### src/rtl/io_pkg.sv
// Shared constants and TX state encoding for the io_port block.
package io_pkg;

  localparam int RX_DEPTH_DEFAULT = 4;

  typedef enum logic {
    IDLE = 1'b0,
    SEND = 1'b1
  } tx_state_e;

endpackage

### src/rtl/io_rx_fifo.sv
// Receive byte FIFO: registered pointers/count, combinational head read (0x00 when empty).
module io_rx_fifo
  import io_pkg::*;
#(
  parameter int DEPTH = RX_DEPTH_DEFAULT,
  localparam int AW   = $clog2(DEPTH)
) (
  input  logic          clk_i,
  input  logic          rst_n_i,
  input  logic          push_i,
  input  logic [7:0]    wdata_i,
  input  logic          pop_i,
  output logic          full_o,
  output logic          empty_o,
  output logic [7:0]    head_o,
  output logic [AW:0]   count_o
);

  localparam logic [AW:0] FULL_CNT = (AW + 1)'(DEPTH);

  logic [7:0]    mem_q [DEPTH];
  logic [AW-1:0] wr_ptr_q, wr_ptr_d;
  logic [AW-1:0] rd_ptr_q, rd_ptr_d;
  logic [AW:0]   count_q, count_d;
  logic          do_push, do_pop;

  assign full_o  = (count_q == FULL_CNT);
  assign empty_o = (count_q == '0);
  assign count_o = count_q;
  assign head_o  = empty_o ? 8'h00 : mem_q[rd_ptr_q];

  // Requests against a full/empty FIFO are dropped here so callers need not gate them.
  assign do_push = push_i && !full_o;
  assign do_pop  = pop_i && !empty_o;

  always_comb begin
    wr_ptr_d = wr_ptr_q;
    rd_ptr_d = rd_ptr_q;
    count_d  = count_q;
    if (do_push) wr_ptr_d = wr_ptr_q + 1'b1;
    if (do_pop)  rd_ptr_d = rd_ptr_q + 1'b1;
    if (do_push && !do_pop)      count_d = count_q + 1'b1;
    else if (!do_push && do_pop) count_d = count_q - 1'b1;
  end

  always_ff @(posedge clk_i or negedge rst_n_i) begin
    if (!rst_n_i) begin
      wr_ptr_q <= '0;
      rd_ptr_q <= '0;
      count_q  <= '0;
    end else begin
      wr_ptr_q <= wr_ptr_d;
      rd_ptr_q <= rd_ptr_d;
      count_q  <= count_d;
    end
  end

  always_ff @(posedge clk_i) begin
    if (do_push) mem_q[wr_ptr_q] <= wdata_i;
  end

endmodule

### src/rtl/io_port.sv
// CPU-facing I/O port: buffered receive path, single-byte transmit FSM and interrupt enable.
module io_port
  import io_pkg::*;
#(
  parameter int RX_DEPTH = RX_DEPTH_DEFAULT
) (
  input  logic       CLK,
  input  logic       RESET_N,
  input  logic       INP,
  input  logic       OUT,
  input  logic [7:0] OUT_DATA,
  input  logic       ION,
  input  logic       IOF,
  input  logic       INTACK,
  output logic [7:0] INPR,
  output logic       FGI,
  output logic       FGO,
  output logic       IEN,
  output logic       IRQ,
  input  logic       DEV_RX_VALID,
  input  logic [7:0] DEV_RX_DATA,
  output logic       DEV_RX_READY,
  output logic       DEV_TX_VALID,
  output logic [7:0] DEV_TX_DATA,
  input  logic       DEV_TX_READY
);

  localparam int AW = $clog2(RX_DEPTH);

  logic          rx_full, rx_empty;
  logic [AW:0]   rx_count;
  tx_state_e     state_q, state_d;
  logic [7:0]    outr_q, outr_d;
  logic          ien_q, ien_d;

  io_rx_fifo #(.DEPTH(RX_DEPTH)) u_rx_fifo (
    .clk_i   (CLK),
    .rst_n_i (RESET_N),
    .push_i  (DEV_RX_VALID),
    .wdata_i (DEV_RX_DATA),
    .pop_i   (INP),
    .full_o  (rx_full),
    .empty_o (rx_empty),
    .head_o  (INPR),
    .count_o (rx_count)
  );

  assign DEV_RX_READY = !rx_full;
  assign FGI          = !rx_empty;

  always_comb begin
    state_d = state_q;
    outr_d  = outr_q;
    case (state_q)
      IDLE: if (OUT) begin
        outr_d  = OUT_DATA;
        state_d = SEND;
      end
      SEND: if (DEV_TX_READY) state_d = IDLE;
      default: state_d = IDLE;
    endcase
  end

  // Clearing sources take priority over a same-cycle ION.
  always_comb begin
    ien_d = ien_q;
    if (IOF || INTACK) ien_d = 1'b0;
    else if (ION)      ien_d = 1'b1;
  end

  always_ff @(posedge CLK or negedge RESET_N) begin
    if (!RESET_N) begin
      state_q <= IDLE;
      outr_q  <= 8'h00;
      ien_q   <= 1'b0;
    end else begin
      state_q <= state_d;
      outr_q  <= outr_d;
      ien_q   <= ien_d;
    end
  end

  assign FGO          = (state_q == IDLE);
  assign DEV_TX_VALID = (state_q == SEND);
  assign DEV_TX_DATA  = outr_q;
  assign IEN          = ien_q;
  assign IRQ          = ien_q && (FGI || FGO);

endmodule

### config.mk
export PLATFORM = sky130hd
export DESIGN_NAME = io_port
export DESIGN_NICKNAME = d
export VERILOG_FILES = /design/src/rtl/io_pkg.sv /design/src/rtl/io_rx_fifo.sv /design/src/rtl/io_port.sv
export SDC_FILE = /design/constraint.sdc
export NUM_CORES = 1
export LEC_CHECK = 0
export CAP_MARGIN = 20
export CELL_PAD_IN_SITES_DETAIL_PLACEMENT = 2
export CELL_PAD_IN_SITES_GLOBAL_PLACEMENT = 2
export CORE_ASPECT_RATIO = 0.9
export CORE_MARGIN = 2
export CORE_UTILIZATION = 33
export CTS_BUF_LIST = sky130_fd_sc_hd__clkbuf_4 sky130_fd_sc_hd__clkbuf_8
export CTS_CLUSTER_DIAMETER = 40
export CTS_CLUSTER_SIZE = 12
export DETAILED_ROUTE_END_ITERATION = 16
export PLACE_DENSITY_LB_ADDON = 0.1
export REMOVE_ABC_BUFFERS = 1
export SLEW_MARGIN = 20
export SYNTH_ARGS = -nofsm -noshare
export SYNTH_HDL_FRONTEND = slang
export SYNTH_SLANG_ARGS = --single-unit
### constraint.sdc
create_clock -name CLK -period 1.8 [get_ports CLK]
set_input_delay 0.18 -clock CLK [delete_from_list [all_inputs] [get_ports CLK]]
set_output_delay 0.18 -clock CLK [all_outputs]
set_load 0.02 [all_outputs]
==> results.md <==
* Status: complete, but fails checks
* Failing checks: setup timing
* Final WL at 4.76 mm
* Avg Inst Size Synth at 18.1 sq um
* Post-DR vias/cell at 4.68
* Pwr dens at 1580 nW/um^2
* Max-slew violation count at 0
* NumNets Final at 216
* Routed vias at 1197
* Maxcap violations at 0
* Startpoint Class: register
* Io pins at 47
* CTS tree: built
* Initial antenna violation count at 0
* Final Cell Area at 2890 sq um
* Setup ws final at -0.0940 ns
* Final hold violations at 0
* Slew HR at 0.817
* CP Cell Sequence: or3_4, nand2_4, ha_4, inv_2, fa_2, xor2_1, nor2_1, xor2_1
* Die height at 78.0 um
* First-pass GRT wire length at 7.77 mm
* Clock Latency Late Sink at 0.30 ns
* FF-to-FF setup slack at -0.09 ns
* Initial DRC Count at 19
* CP Capture Type: register
* Dpl hpwl at 3.51 mm
* Minimum clock period at 1.89 ns
* Sequential fraction of design power at 0.364
* Reg2reg end: u_rx_fifo.count_o[2]$_DFFE_PN0P_
* Root Driver: clkbuf_8
* Routed Antenna Nets at 0
* Critical Path Fanout Max at 2
* Worst slew pin tran at 0.274 ns
* Layout cells sized above 1 at 0.403
* Total CTS buffers at 5
* Gr usage total at 0.158
* Drt wl/cell at 18.6 um
* Starting Density at 0.347
* Grt ovf at 0
* Mapped Area at 2010 sq um
* Clock-pin slew on the worst setup and hold paths at 0.09 ns
* Internal power at 0.00307 W
* Commonest non-fill, non-tap cell in the layout: clkdlybuf4s50_1
* Yosys Warn Count at 0
* Final Cycle Share at 1.05
* Switch Pwr at 0.00149 W
* Unrepaired setup endpoints after global routing: yes
* TritonCTS sink count at 49
* Net Sw Frac at 0.326
* Synthesized instance count at 111
* CTS Buffer Depth at 2
* Leak pwr at 1.12 nW
* Sequential fraction of the synthesis area at 0.690
* Comb pwr share at 0.488
* Vias in the first global route at 1398
* First-pass iteration count of the detailed router at 4
* Post-route DRC violation count at 0
* Port bufs at 46
* Placed Area at 2700 sq um
* Most frequent cells in the layout: clkdlybuf4s50_1, edfxtp_1, buf_4, dfrtp_1, mux2_2
* F_max at 0.528 GHz
* CP required at 2.02 ns
* Setup violations, final at 11
* Synth Register Bits at 49
* Worst path max stage delay at 0.41 ns
* Row Count at 26
* Hold Path Class: in -> async
* Die area at 6730 sq um
* H-tree levels at 2
* Core Area at 5790 sq um
* N_diodes at 0
* CP max stage cell: or3_4
* Reg2Reg Depth at 8
* Clock power share at 0.148
* Die Wd at 86.3 um
* RD Place Congestion at 0.687
* Worst Skew at 0.00668 ns
* Post-Place Setup Slack at -0.168 ns
* Worst vdd ir at 0.752 mV
* WS Path Type: reg -> reg
* Largest net degree at the start of global routing at 18
* Critical R2R Launch: u_rx_fifo.count_o[2]$_DFFE_PN0P_
* Count of cell types in the netlist at 22
* Cts hold-fix bufs at 0
* Most Frequent Cell on Critical Path: xor2_1
* Critical path arrival at 2.11 ns
* Synthesis-to-finish area growth at 43.9%
## worst max-delay path by stage
stage	startpoint	cells past startpoint	endpoint
finish	u_rx_fifo.count_o[2]$_DFFE_PN0P_	8	u_rx_fifo.count_o[2]$_DFFE_PN0P_
global route	u_rx_fifo.count_o[2]$_DFFE_PN0P_	8	u_rx_fifo.count_o[2]$_DFFE_PN0P_
CTS	u_rx_fifo.count_o[1]$_DFFE_PN0P_	8	u_rx_fifo.count_o[2]$_DFFE_PN0P_
detailed placement	u_rx_fifo.count_o[2]$_DFFE_PN0P_	8	u_rx_fifo.count_o[2]$_DFFE_PN0P_
global placement	DEV_RX_VALID	8	u_rx_fifo.count_o[2]$_DFFE_PN0P_
floorplan	u_rx_fifo.count_o[2]$_DFFE_PN0P_	8	u_rx_fifo.count_o[2]$_DFFE_PN0P_
## power groups by stage
| stage | Clock, W | Combinational [W] | Sequential [W] |
|---|---|---|---|
| floorplan | 0 | 0.000908 | 0.00174 |
| global placement | 0 | 0.00193 | 0.00165 |
| detailed placement | 0 | 0.00200 | 0.00169 |
| CTS | 0.000699 | 0.00206 | 0.00167 |
| global route | 0.000750 | 0.00241 | 0.00170 |
| finish | 0.000673 | 0.00223 | 0.00166 |
## registers in the layout (all words and copies together) (netlist names)
| register | count |
|---|---|
| DEV_TX_DATA | 8 |
| u_rx_fifo.count_o | 3 |
| u_rx_fifo.rd_ptr_q | 2 |
| IEN | 1 |
| DEV_TX_VALID | 1 |
| u_rx_fifo.wr_ptr_q | 2 |
| u_rx_fifo.mem_q | 32 |
## stage by stage
stage	util	total power, W	setup TNS [ns]	std cells	hold slack, ns
after floorplan	-	0.00265	-0.449	107	-0.116
after global placement	0.465	0.00358	-0.721	244	0.489
after detailed placement	0.465	0.00369	-1.31	244	0.499
after CTS	0.488	0.00442	-0.516	254	0.207
after global routing	0.499	0.00486	-1.07	256	0.207
final	0.499	0.00456	-0.322	256	0.206
## cell usage after synthesis, drive strengths merged
cell	number	area [sq um]
or3	1	11.3
buf	3	27.5
a21boi	1	11.3
nor3	1	5.00
nor2b	1	6.26
fa	1	20.0
and2	12	75.1
dfrtp	17	425
mux4	8	180
mux2	10	113
nand2	2	7.51
nand3	1	5.00
inv	4	15.0
nor2	3	11.3
o21bai	1	7.51
clkbuf	1	5.00
o21a	1	7.51
xnor2	4	35.0
xor2	2	17.5
edfxtp	32	961
ha	5	62.6
## cell families after synthesis
family,share of synthesized area
xor gates and xnor gates,0.0262
adders and majority gates,0.0411
muxes,0.146
buffers and inverters,0.0237
DFF,0.690
and+or+nand+nor,0.0604
AOI/OAI and AO/OA,0.0131
## worst max-delay path: cells and delay by family (launching register included)
family	cells	cell delay (ns)
flip-flops	1	0.38
adder cells (fa/ha/maj)	2	0.46
XOR/XNOR	2	0.32
buffers and inverters	1	0.04
AND/OR/NAND/NOR	3	0.62
## per-layer routing
metal / wire, um / global-route usage / vias up
li1: - / - / 551
met1: 1960 / 0.201 / 613
met2: 2590 / 0.267 / 29
met3: 175 / 0.0452 / 4
met4: 39 / 0.0375 / 0
met5: 0 / 0 / -
## repair_timing
item	in CTS	in global routing
resized for setup	56	20
pin swaps	5	3
hold endpoints to repair	0	0
buffers inserted	2	2
endpoints found under the setup margin	13	12
## layout make-up
| type | instances | area, sq um |
|---|---|---|
| fillers | 542 | 2900 |
| flip-flops and latches | 49 | 1390 |
| repair buffers | 71 | 676 |
| multi-input cells | 54 | 628 |
| clock buffers | 7 | 90.1 |
| well taps | 70 | 87.6 |
| inverters | 4 | 15.0 |
| clock inverters | 1 | 7.51 |
Note: power is estimated with default switching activity, not from simulation.
==> edit, RTL diff (config.mk and constraints unchanged) <==
`RX_DEPTH_DEFAULT`: 4 -> 2.
--- a/src/rtl/io_pkg.sv
+++ b/src/rtl/io_pkg.sv
@@ -1,7 +1,7 @@
 // Shared constants and TX state encoding for the io_port block.
 package io_pkg;
 
-  localparam int RX_DEPTH_DEFAULT = 4;
+  localparam int RX_DEPTH_DEFAULT = 2;
 
   typedef enum logic {
     IDLE = 1'b0,
Formal check against the unedited RTL: not equivalent (Yosys sat finds a counterexample within 4 cycles, from zero or initial values and one cycle with RESET_N low).
==> edit against the original RTL <==
Critical path depth fell by 6; setup slack improved by 0.22 ns; total power fell by 38%; synthesized area fell by 41%; core utilization rose by 3.7 points; sequential cell count fell by 19; sequential power fell by 34%; clock skew fell by 0.0014 ns; cell area fell by 37%; routed wire length fell by 37%; non-clock buffer count fell by 21; global-route usage rose by 1.9 points; cell count fell by 31%.
==> edit: results (changes against the original RTL) <==
stage	metric	value	unit	change
power	worst vdd ir	0.000719	V	-4.3%
finish	most flop-heavy register	u_rx_fifo.mem_q		
critical_path	R2R depth	6		-2
placed_design	Placer Congestion	0.665		-3.1%
sta	hold_ws	0.320	ns	+0.113 ns
critical_path	RR Startpoint	u_rx_fifo.count_o[0]		
sta	Worst-Margin Slew	0.698	ns	+0.424 ns
finish	fillers	329		-39%
clocking	Worst-Skew Late Latency	0.28	ns	-0.02 ns
critical_path	max incr delay on CP	0.54	ns	+0.13 ns
finish	max reg flops	16		-50%
outcome	status	finished clean		
placed_design	hpwl dp	2020	µm	-42%
critical_path	critical path peak fanout	5		+3
global_route	gr usage total	0.177		+0.0191
sta	worst clock skew	0.00524	ns	-0.00144 ns
critical_path	Critical Path AT	1.49	ns	-0.62 ns
global_route	pin count of the biggest net entering global routing	15		-3
clocking	Num CTS Buffers	5		unchanged
yosys	Synth async-reset ratio	0.467		+0.120
power	Leakage Power	0.768	nW	-31%
global_route	first-pass GRT wire length	4830	µm	-38%
yosys	Adder-Cell Fraction of Synth Area	0.0106		-0.0305
critical_path	cell family with most CP delay	buffers and inverters		
detailed_routing	wirelength, routed	3000	µm	-37%
clocking	Max clock buf depth	2		unchanged
placed_design	pre-CTS WS	-0.000497	ns	+0.167 ns
finish	Layout area overhead	54.2	%	
yosys	compound-gate portion of the synthesized area	0.0169		+0.00382
finish	share of post-route cells with drive strength above 1	0.195		-0.208
yosys	Post-synth EDFFs	16		-50%
clocking	Root Buffer	clkbuf_8		
critical_path	r2r setup slk	0.24	ns	+0.33 ns
worst_hold_path	worst hold path class	in -> async		
yosys	top post-synthesis cells by area	edfxtp_1 (41%), dfrtp_1 (30%), mux2_2 (7.6%), mux2i_1 (6.8%), nor2_1 (3.5%)		
finish	# nets final	158		-27%
global_route	number of global-route vias before repair	899		-36%
global_route	initial antenna violation count	0		unchanged
yosys	Seq/Total Area, Yosys	0.701		+0.0112
yosys	Synth Area in XOR/XNOR	0.0370		+0.0108
detailed_routing	vias per cell	4.62		-1.3%
yosys	top post-synthesis cells by count	edfxtp_1 (16), dfrtp_1 (14), nor2_1 (11)		
placed_design	Cell Area, Placed	0.00170	mm²	-37%
clocking	clk slew on worst S/H paths	0.06	ns	-0.03 ns
detailed_routing	initial DRC count	14		-5
yosys	Cell variety after synth	20		-9.1%
floorplan	die width	67.2	µm	-22%
critical_path	reg2reg end	u_rx_fifo.count_o[1]		
critical_path	Critical-path top delay cell	clkdlybuf4s50_1		
detailed_routing	Pre-antenna DRT Iters	3		-1
yosys	mux cell area share after synthesis	0.144		-0.00209
[edit: changes by cell type in the layout (fill, tap and decap cells not counted), moves of 6 or more]
cell	before	now
buf_6	9	0
dlygate4sd2_1	1	8
mux2i_1	0	8
nor2_1	2	11
buf_4	22	4
mux4_2	8	0
edfxtp_1	32	16
and2_1	6	0
and2_4	6	0
[edit: per-layer routing]
layer / wire [µm] / vias up / GRT usage / share of wire
met5: 0 / - / 0 / 0
li1: - / 376 / - / -
met4: 19 / 0 / 0.0700 / 0.0063
met2: 1710 / 27 / 0.318 / 0.57
met3: 190 / 2 / 0.0798 / 0.063
met1: 1080 / 412 / 0.182 / 0.36
[edit: how the worst max path moves through the flow]
stage	start	to	slack, ns	cells past startpoint
3_3_place_gp	u_rx_fifo.count_o[0]	IRQ	0.08	3
5_1_grt	u_rx_fifo.count_o[0]	DEV_RX_READY	0.05	2
2_1_floorplan	u_rx_fifo.count_o[0]	u_rx_fifo.mem_q[0][0]	0.33	3
3_5_place_dp	u_rx_fifo.count_o[0]	IRQ	-0.0005	3
4_1_cts	u_rx_fifo.count_o[0]	IRQ	0.01	3
6_report	u_rx_fifo.count_o[0]	DEV_RX_READY	0.13	2
[edit: cells by family after synthesis]
logic type               after synthesis
flip-flops                            30
AND/OR/NAND/NOR                       17
multiplexers                          16
XOR/XNOR                               5
buffers and inverters                  5
AO/OA/AOI/OAI                          3
adder cells (fa/ha/maj)                1
[edit: final cells by class]
cell class | count | area share
flip-flops and latches | 30 | 0.457
well taps | 44 | 0.0301
clock buffers | 5 | 0.0377
inverters | 3 | 0.00616
multi-input cells | 42 | 0.182
repair buffers | 50 | 0.266
clock inverters | 3 | 0.0219
[edit: stage by stage]
stage / instances / TNS [ns]
floorplan: 75 / 0
global placement: 167 / 0
global route: 177 / 0
detailed placement: 167 / -0.000497
finish: 177 / 0
CTS: 177 / 0
[edit: report_power, final]
group	internal, mW	leakage (nW)	switching, mW
clock	0.406	0.0579	0.245
sequential	0.926	0.311	0.160
combinational	0.519	0.399	0.565
total	1.85	0.768	0.970
[edit: timing repair]
| item | CTS | global route |
|---|---|---|
| setup endpoints to repair | 10 | 2 |
| buffers inserted | 2 | 0 |
| endpoints found under the hold margin | 0 | 0 |
| gates resized for setup | 12 | 2 |
| pin swaps | 1 | 0 |
